`config.mk`:
```
export PLATFORM = sky130hd
export DESIGN_NAME = tt_zbuf_seq
export DESIGN_NICKNAME = d
export VERILOG_FILES = /design/src/rtl/tt_zbuf_seq.sv
export SDC_FILE = /design/constraint.sdc
export NUM_CORES = 1
export LEC_CHECK = 0
export CELL_PAD_IN_SITES_DETAIL_PLACEMENT = 0
export CELL_PAD_IN_SITES_GLOBAL_PLACEMENT = 1
export CORE_MARGIN = 2
export CORE_UTILIZATION = 35
export CTS_CLUSTER_DIAMETER = 80
export DETAILED_ROUTE_END_ITERATION = 8
export HOLD_SLACK_MARGIN = 0.08
export PLACE_DENSITY_LB_ADDON = 0.1
export RECOVER_POWER = 25
export SLEW_MARGIN = 20
export SYNTH_ARGS = -nofsm -noshare
export SYNTH_HDL_FRONTEND = slang
export SYNTH_SLANG_ARGS = --single-unit
```
`constraint.sdc`:
```
create_clock -name clk -period 1.9 [get_ports clk]
set_input_delay 0.475 -clock clk [delete_from_list [all_inputs] [get_ports clk]]
set_output_delay 0.475 -clock clk [all_outputs]
set_load 0.05 [all_outputs]
```
`src/rtl/tt_zbuf_seq.sv`:
```
// Zeroing-buffer enable sequencer for one slot: input gates open before output gates and close after them.
// Optional build macro TT_ZBUF_SEQ_SYNC_EN adds 2-flop synchronizers on en_req and force_off.
module tt_zbuf_seq #(
  parameter int unsigned GUARD_W = 4
) (
  input  logic               clk,
  input  logic               rst_n,
  input  logic               en_req,
  input  logic               force_off,
  input  logic [GUARD_W-1:0] guard_cfg,
  output logic               zbuf_e_in,
  output logic               zbuf_e_out,
  output logic               en_ack,
  output logic               busy
);

  typedef enum logic [1:0] {
    ST_OFF   = 2'd0,
    ST_ARM   = 2'd1,
    ST_ON    = 2'd2,
    ST_DRAIN = 2'd3
  } state_t;

  state_t             state, state_nxt;
  logic [GUARD_W-1:0] cnt, cnt_nxt;
  logic               en_s;
  logic               fo_s;
  logic               e_in_nxt;
  logic               e_out_nxt;
  logic               busy_nxt;

`ifdef TT_ZBUF_SEQ_SYNC_EN
  logic [1:0] en_sync;
  logic [1:0] fo_sync;

  // Two-stage synchronizers for the asynchronous control requests
  always_ff @(posedge clk or negedge rst_n) begin
    if (!rst_n) begin
      en_sync <= 2'b00;
      fo_sync <= 2'b00;
    end else begin
      en_sync <= {en_sync[0], en_req};
      fo_sync <= {fo_sync[0], force_off};
    end
  end

  assign en_s = en_sync[1];
  assign fo_s = fo_sync[1];
`else
  assign en_s = en_req;
  assign fo_s = force_off;
`endif

  // State, guard counter and registered enables
  always_ff @(posedge clk or negedge rst_n) begin
    if (!rst_n) begin
      state      <= ST_OFF;
      cnt        <= '0;
      zbuf_e_in  <= 1'b0;
      zbuf_e_out <= 1'b0;
      busy       <= 1'b0;
    end else begin
      state      <= state_nxt;
      cnt        <= cnt_nxt;
      zbuf_e_in  <= e_in_nxt;
      zbuf_e_out <= e_out_nxt;
      busy       <= busy_nxt;
    end
  end

  // Next-state logic; guard_cfg is only looked at when the counter is loaded
  always_comb begin
    state_nxt = state;
    cnt_nxt   = cnt;

    if (fo_s) begin
      state_nxt = ST_OFF;
      cnt_nxt   = '0;
    end else begin
      unique case (state)
        ST_OFF: begin
          cnt_nxt = '0;
          if (en_s) begin
            state_nxt = ST_ARM;
            cnt_nxt   = guard_cfg;
          end
        end
        ST_ARM: begin
          if (!en_s) begin
            state_nxt = ST_OFF;
            cnt_nxt   = '0;
          end else if (cnt == '0) begin
            state_nxt = ST_ON;
          end else begin
            cnt_nxt = cnt - GUARD_W'(1);
          end
        end
        ST_ON: begin
          if (!en_s) begin
            state_nxt = ST_DRAIN;
            cnt_nxt   = guard_cfg;
          end
        end
        ST_DRAIN: begin
          // A new request during drain waits until OFF is reached
          if (cnt == '0) begin
            state_nxt = ST_OFF;
          end else begin
            cnt_nxt = cnt - GUARD_W'(1);
          end
        end
        default: begin
          state_nxt = ST_OFF;
          cnt_nxt   = '0;
        end
      endcase
    end

    e_in_nxt  = (state_nxt != ST_OFF);
    e_out_nxt = (state_nxt == ST_ON);
    busy_nxt  = (state_nxt == ST_ARM) || (state_nxt == ST_DRAIN);
  end

  assign en_ack = zbuf_e_out;

  // Output gates must never be open while input gates are closed
  a_order: assert property (@(posedge clk) disable iff (!rst_n) !(zbuf_e_out && !zbuf_e_in));
  a_busy:  assert property (@(posedge clk) disable iff (!rst_n)
                            busy == ((state == ST_ARM) || (state == ST_DRAIN)));

endmodule
```
* Word-level counts from Yosys, hierarchy flattened
Cells that the tools add are included.
** Word-level totals
- Logic and storage cells :: 30
- Output and inout port bits :: 4
- Flip-flop bits (word level) :: 9
- Bits of input ports :: 8
** Operators by class
- Reductions and logical operators :: 4
- Muxes and demuxes :: 13
- Add/subtract/negate cells :: 1
- Eq/ne operators :: 7
** Operators by type and width (number)
- $mux W4 :: 5
- $pmux W4 S4 :: 1
- $mux W2 :: 6
- $eq A2 B2 Y1 const B :: 4
- $pmux W2 S4 :: 1
- $eq A2 B1 Y1 const B :: 2
- $logic_not A4 Y1 :: 1
- $sub A4 B1 Y4 const B :: 1
- $ne A3 B3 Y1 const B :: 1
- $logic_not A2 Y1 :: 1
- $reduce_bool A2 Y1 :: 1
- $logic_or A1 B1 Y1 :: 1

* Depth between registers and ports, before layout
- Word-level depth :: 7
- Gate-level depth with buffers :: 6
- Depth with buffers taken out :: 6

* Worst setup path before layout
Ideal clock, no wire load.
- Kind :: flip-flop to flip-flop
- Start point :: register state[0]
- End point :: register cnt[0]
- Arrival time :: 1.251 ns
- Clock period less this slack :: 1.391 ns
- Slack :: 0.509 ns
- Setup time :: 0.140 ns
- Buffers on the path :: 0
- Data required time :: 1.760 ns
- Cell stages (with the launch flop) :: 5
- Path through :: dfrtp_1 -> and2b_1 -> and2_1 -> a21oi_1 -> o32ai_2
** Between the ends
- Word-level cells in the longest chain between the ends :: 3
- Elaborated cells between the ends (all ways) :: 7
- Classes of those cells :: eq/ne (4); mux (2); reduce/logical (1)
** Ends and longest elaborated chain
- start, declared :: line 24 : state_t state, state_nxt;
- start signal, assigned :: line 63 : state <= state_nxt;
- $eq A2 B2 Y1 (tied with other cells) :: line 80 : unique case (state)
- $pmux W4 S4 :: line 80
- $mux W4 :: line 76 : if (fo_s) begin
- end signal, assigned :: line 64 : cnt <= cnt_nxt;
- end, declared :: line 25 : logic [GUARD_W-1:0] cnt, cnt_nxt;
Parallel ways exist; a longest one is shown, timed or not.
A chain may end at the register's enable or synchronous reset.

* Worst setup path in the final report
- Start point :: input port en_req
- End point :: register cnt[1]
** Between the ends
- Word-level cells in the longest chain between the ends :: 3
- Elaborated cells between the ends (all ways) :: 5
- Classes of those cells :: eq/ne (1); mux (4)
** Ends and longest elaborated chain
- start, declared :: line 8 : input logic en_req,
- $mux W4 (on tied branches) :: line 89, 83
- $pmux W4 S4 :: line 80
- $mux W4 :: line 76
Parallel ways exist; a longest one is shown, timed or not.

==> flow_results.org <==
** Run status
- Outcome :: finished, final reports clean

** Synth
- Summing every instance area after synthesis gives ~530 sq um.
- The synthesized design contains 8 register bits.
- The netlist uses 31 different library cells.
- Syn_area_per_cell :: approximately 9.4 sq um
- The synthesized design contains 0 enable-type register cells.
- Summed over all instances, the cell type with the most area after synthesis is sky130_fd_sc_hd__dfrtp_1.
- Commonest cells post-synth :: sky130_fd_sc_hd__dfrtp_1, sky130_fd_sc_hd__a21oi_1, sky130_fd_sc_hd__inv_1
- Among all cell types in the netlist, the one instantiated most often is sky130_fd_sc_hd__dfrtp_1.
- Syn_nets :: between 60 and 70
- Largest cells by area after synthesis :: sky130_fd_sc_hd__dfrtp_1, sky130_fd_sc_hd__a21oi_1, sky130_fd_sc_hd__nor3b_4
- In the synthesized netlist the dominant register cell turns out to be sky130_fd_sc_hd__dfrtp_1.
- Of the post-synthesis cell area, the dominant cell type holds between 30% and 40%.
- The cell count after synthesis came out at 56.
- Total of warnings raised by yosys :: 0
- FFs w/ async S/R, synth :: 100%
- Of the synthesized area, sequential elements account for 37.9%.

** Finish
- Fillcell total :: 145
- Cells with a size suffix above 1 make up a little under a fifth of the layout.
- Final antenna diode count :: 0
- Filler-free cell count of the finished design :: 84
- Synthesis-to-layout area growth :: 27.5%
- Post-layout util :: 46.3%
- Layout Nets :: 79

** Power
- Of the total power, registers draw 43.3%.
- Combinational logic burns approximately 30% of the power.
- Max IR drop VDD :: between 0.0004 and 0.0005 V
- Leakage power summed over all cells :: approximately 0.31 nW
- Switching share of power :: a little under a third
- Fraction of power consumed by the clock network :: approximately 27%
- Internal cell power :: 320 uW
- Power spread over the standard cell area amounts to roughly 690 nW/um^2.
- Power dissipated by switching net loads :: around 150 uW

** Clock tree
- CTS Hold Buffers Added :: 0
- Clk Tree Root Cell :: sky130_fd_sc_hd__clkbuf_4
- The number of gates resized after CTS was 0.
- # H-tree levels :: 1
- Counting along the longest clock path gives a buffer depth of 2.
- Number of buffers added for setup after CTS :: 0
- The tree built by TritonCTS fans out to 8 sinks.
- The later pin in the worst-skew pair is clocked with a latency of about 250 ps.
- Number of buffers inserted during clock tree synthesis :: 3
- CTS clock-pin slew for the worst setup and hold paths :: 50 ps
- TritonCTS clock tree :: yes

** Setup path
- Start point of the critical path :: en_req
- Critical path class :: in -> reg
- Capturing point of the worst reg2reg path :: cnt[1]
- The startpoint identified for the worst register-to-register timing path is cnt[0].
- The worst setup path is launched from a primary input.
- The worst setup path is captured at a flop.
- Data on the critical path arrives at its endpoint at around 1800 ps.
- CP Data Required Time :: roughly 2000 ps
- Maximum net fanout on the critical path :: 11
- For the worst flop-to-flop path, the logic depth is 6.
- Slack of the worst reg-to-reg path :: 350 ps

** Drt
- Routed wire per std cell :: 13.5 microns
- Remaining antenna violation count :: 0
- Summed over all layers, the routed wires come to roughly 1.1 mm.
- Detailed routing inserted a total of around 450 vias.
- In this run, the number of DRC markers left after iteration 0 of detailed routing was 8.
- Number of DRC violations after detailed routing :: 0
- Via density per instance :: 5.32
- The first detailed-routing pass ran for 4 iterations.

** Place
- Port buffering added 11 buffers.
- Detailed placement ended at an HPWL of 881 microns.
- Number of placed instances, taps included :: 81
- The congestion estimate from routability-driven global placement came to between 0.7 and 0.8.

** Die
- For this configuration, the core starts out at a cell density of between 30 and 40%.
- Area of the core region :: about 1500 sq um
- The die is about 43 microns tall.
- Die width :: roughly 43 microns
- The die covers 1840 sq um.
- Num ports :: 12
- Number of rows in the core area :: 14

** Global route
- The number of global-route vias before repair came to ~420.
- Initial antenna violation count :: 0
- Pin count of the biggest net entering global routing :: 14
- Summed over all layers, the global routing overflow is 0.
- Across every metal layer, demand over resource in global routing totals 14.1%.
- The first global-routing pass estimated 1.86 mm of wire.

** Timing
- Minimum period implied by the final worst setup slack :: 1640 ps
- Number of failing hold endpoints at the final stage :: 0
- In this run the tightest slew margin relative to its limit is between 60% and 70%.
- After routing, the total negative slack on setup checks comes to 0 ps.
- Across all hold checks on the routed design, the worst slack comes to 568 ps.
- Setup repair after global routing left no endpoint under its margin.
- Total setup violations reported at the end of the flow :: 0
- Worst-case clock skew :: 5.23 ps
- Final number of max-transition violations :: 0
- At the pin with the least slew margin, the transition time is around 450 ps.
- For this run, the top clock speed supported by timing is 610 MHz.
- The worst path uses about 86% of the clock period.

** Min path
- In this run the worst hold path is classified as in -> async.

** Job
- Max-cap violations :: 0
-- layout make-up --
class	instances	area (sq um)	share of cell area, %
Sequential cell	8	200	29.7
Multi-Input combinational cell	40	288	42.8
Clock buffer	3	22.5	3.35
Tap cell	16	20.0	2.97
Inverter	4	15.0	2.23
Timing Repair Buffer	13	128	19.0
-- critical path: stages --
cell and delay, ps:
sky130_fd_sc_hd__clkdlybuf4s50_1 710, sky130_fd_sc_hd__mux2i_1 240, sky130_fd_sc_hd__a211oi_1 90, sky130_fd_sc_hd__a31oi_1 200, sky130_fd_sc_hd__nor2_1 60
-- worst max-delay path by stage --
stage	end	slack (ps)	depth (start not counted)
finish	cnt[1]	260	5
floorplan	cnt[0]	510	4
global route	cnt[1]	210	5
detailed placement	cnt[1]	20	5
global placement	cnt[1]	70	5
CTS	cnt[1]	280	5
-- power groups by stage --
stage | logic, mW | registers, mW | clock network [mW]
4_1_cts | 0.141 | 0.202 | 0.129
5_1_grt | 0.152 | 0.205 | 0.141
2_1_floorplan | 0.0847 | 0.209 | 0
6_report | 0.139 | 0.202 | 0.125
3_3_place_gp | 0.141 | 0.205 | 0
3_5_place_dp | 0.140 | 0.205 | 0
-- per-stage QoR --
step                      setup slack, ps  total power, mW  instance area [sq um]
after detailed placement             22.8            0.345                    651
final                                 260            0.466                    673
after global routing                  208            0.497                    673
after global placement               69.3            0.346                    651
after floorplan                       509            0.293                    528
after CTS                             282            0.472                    673
-- placed cells by master (no fill, tap or decap), types with 2 or more instances in the layout --
cell type                         instances
sky130_fd_sc_hd__dfrtp_1                  8
sky130_fd_sc_hd__a21oi_1                  7
sky130_fd_sc_hd__clkdlybuf4s50_1          6
sky130_fd_sc_hd__buf_4                    5
sky130_fd_sc_hd__inv_1                    4
sky130_fd_sc_hd__nor2_1                   3
sky130_fd_sc_hd__clkbuf_4                 3
sky130_fd_sc_hd__nor3b_1                  2
sky130_fd_sc_hd__nand2_1                  2
sky130_fd_sc_hd__a31oi_1                  2
sky130_fd_sc_hd__o21a_1                   2
sky130_fd_sc_hd__xor2_1                   2
-- state kept, by name, summed over array words and instances, names as in the netlist --
signal	cells
cnt	4
zbuf_e_in	1
state	2
en_ack	1
-- cell families (layout without fill, tap and decap cells) --
logic type,count (synthesis),after routing,synth area share [%]
buffers and inverters,8,20,7.58
multiplexers,1,1,1.90
flip-flops,8,8,37.9
AND/OR/NAND/NOR,18,18,22.5
XOR/XNOR,2,2,3.32
adder cells (fa/ha/maj),1,1,2.37
AO/OA/AOI/OAI,18,18,24.4
-- routing by layer --
| metal | track usage, % | vias to the layer above | wire length (microns) |
|---|---|---|---|
| met3 | 8.94 | 0 | 125 |
| li1 | - | 224 | - |
| met1 | 16.5 | 204 | 507 |
| met2 | 22.1 | 19 | 502 |
| met5 | 0 | - | 0 |
| met4 | 1.88 | 0 | 0 |
No activity file was read; power rests on OpenSTA's default activity.
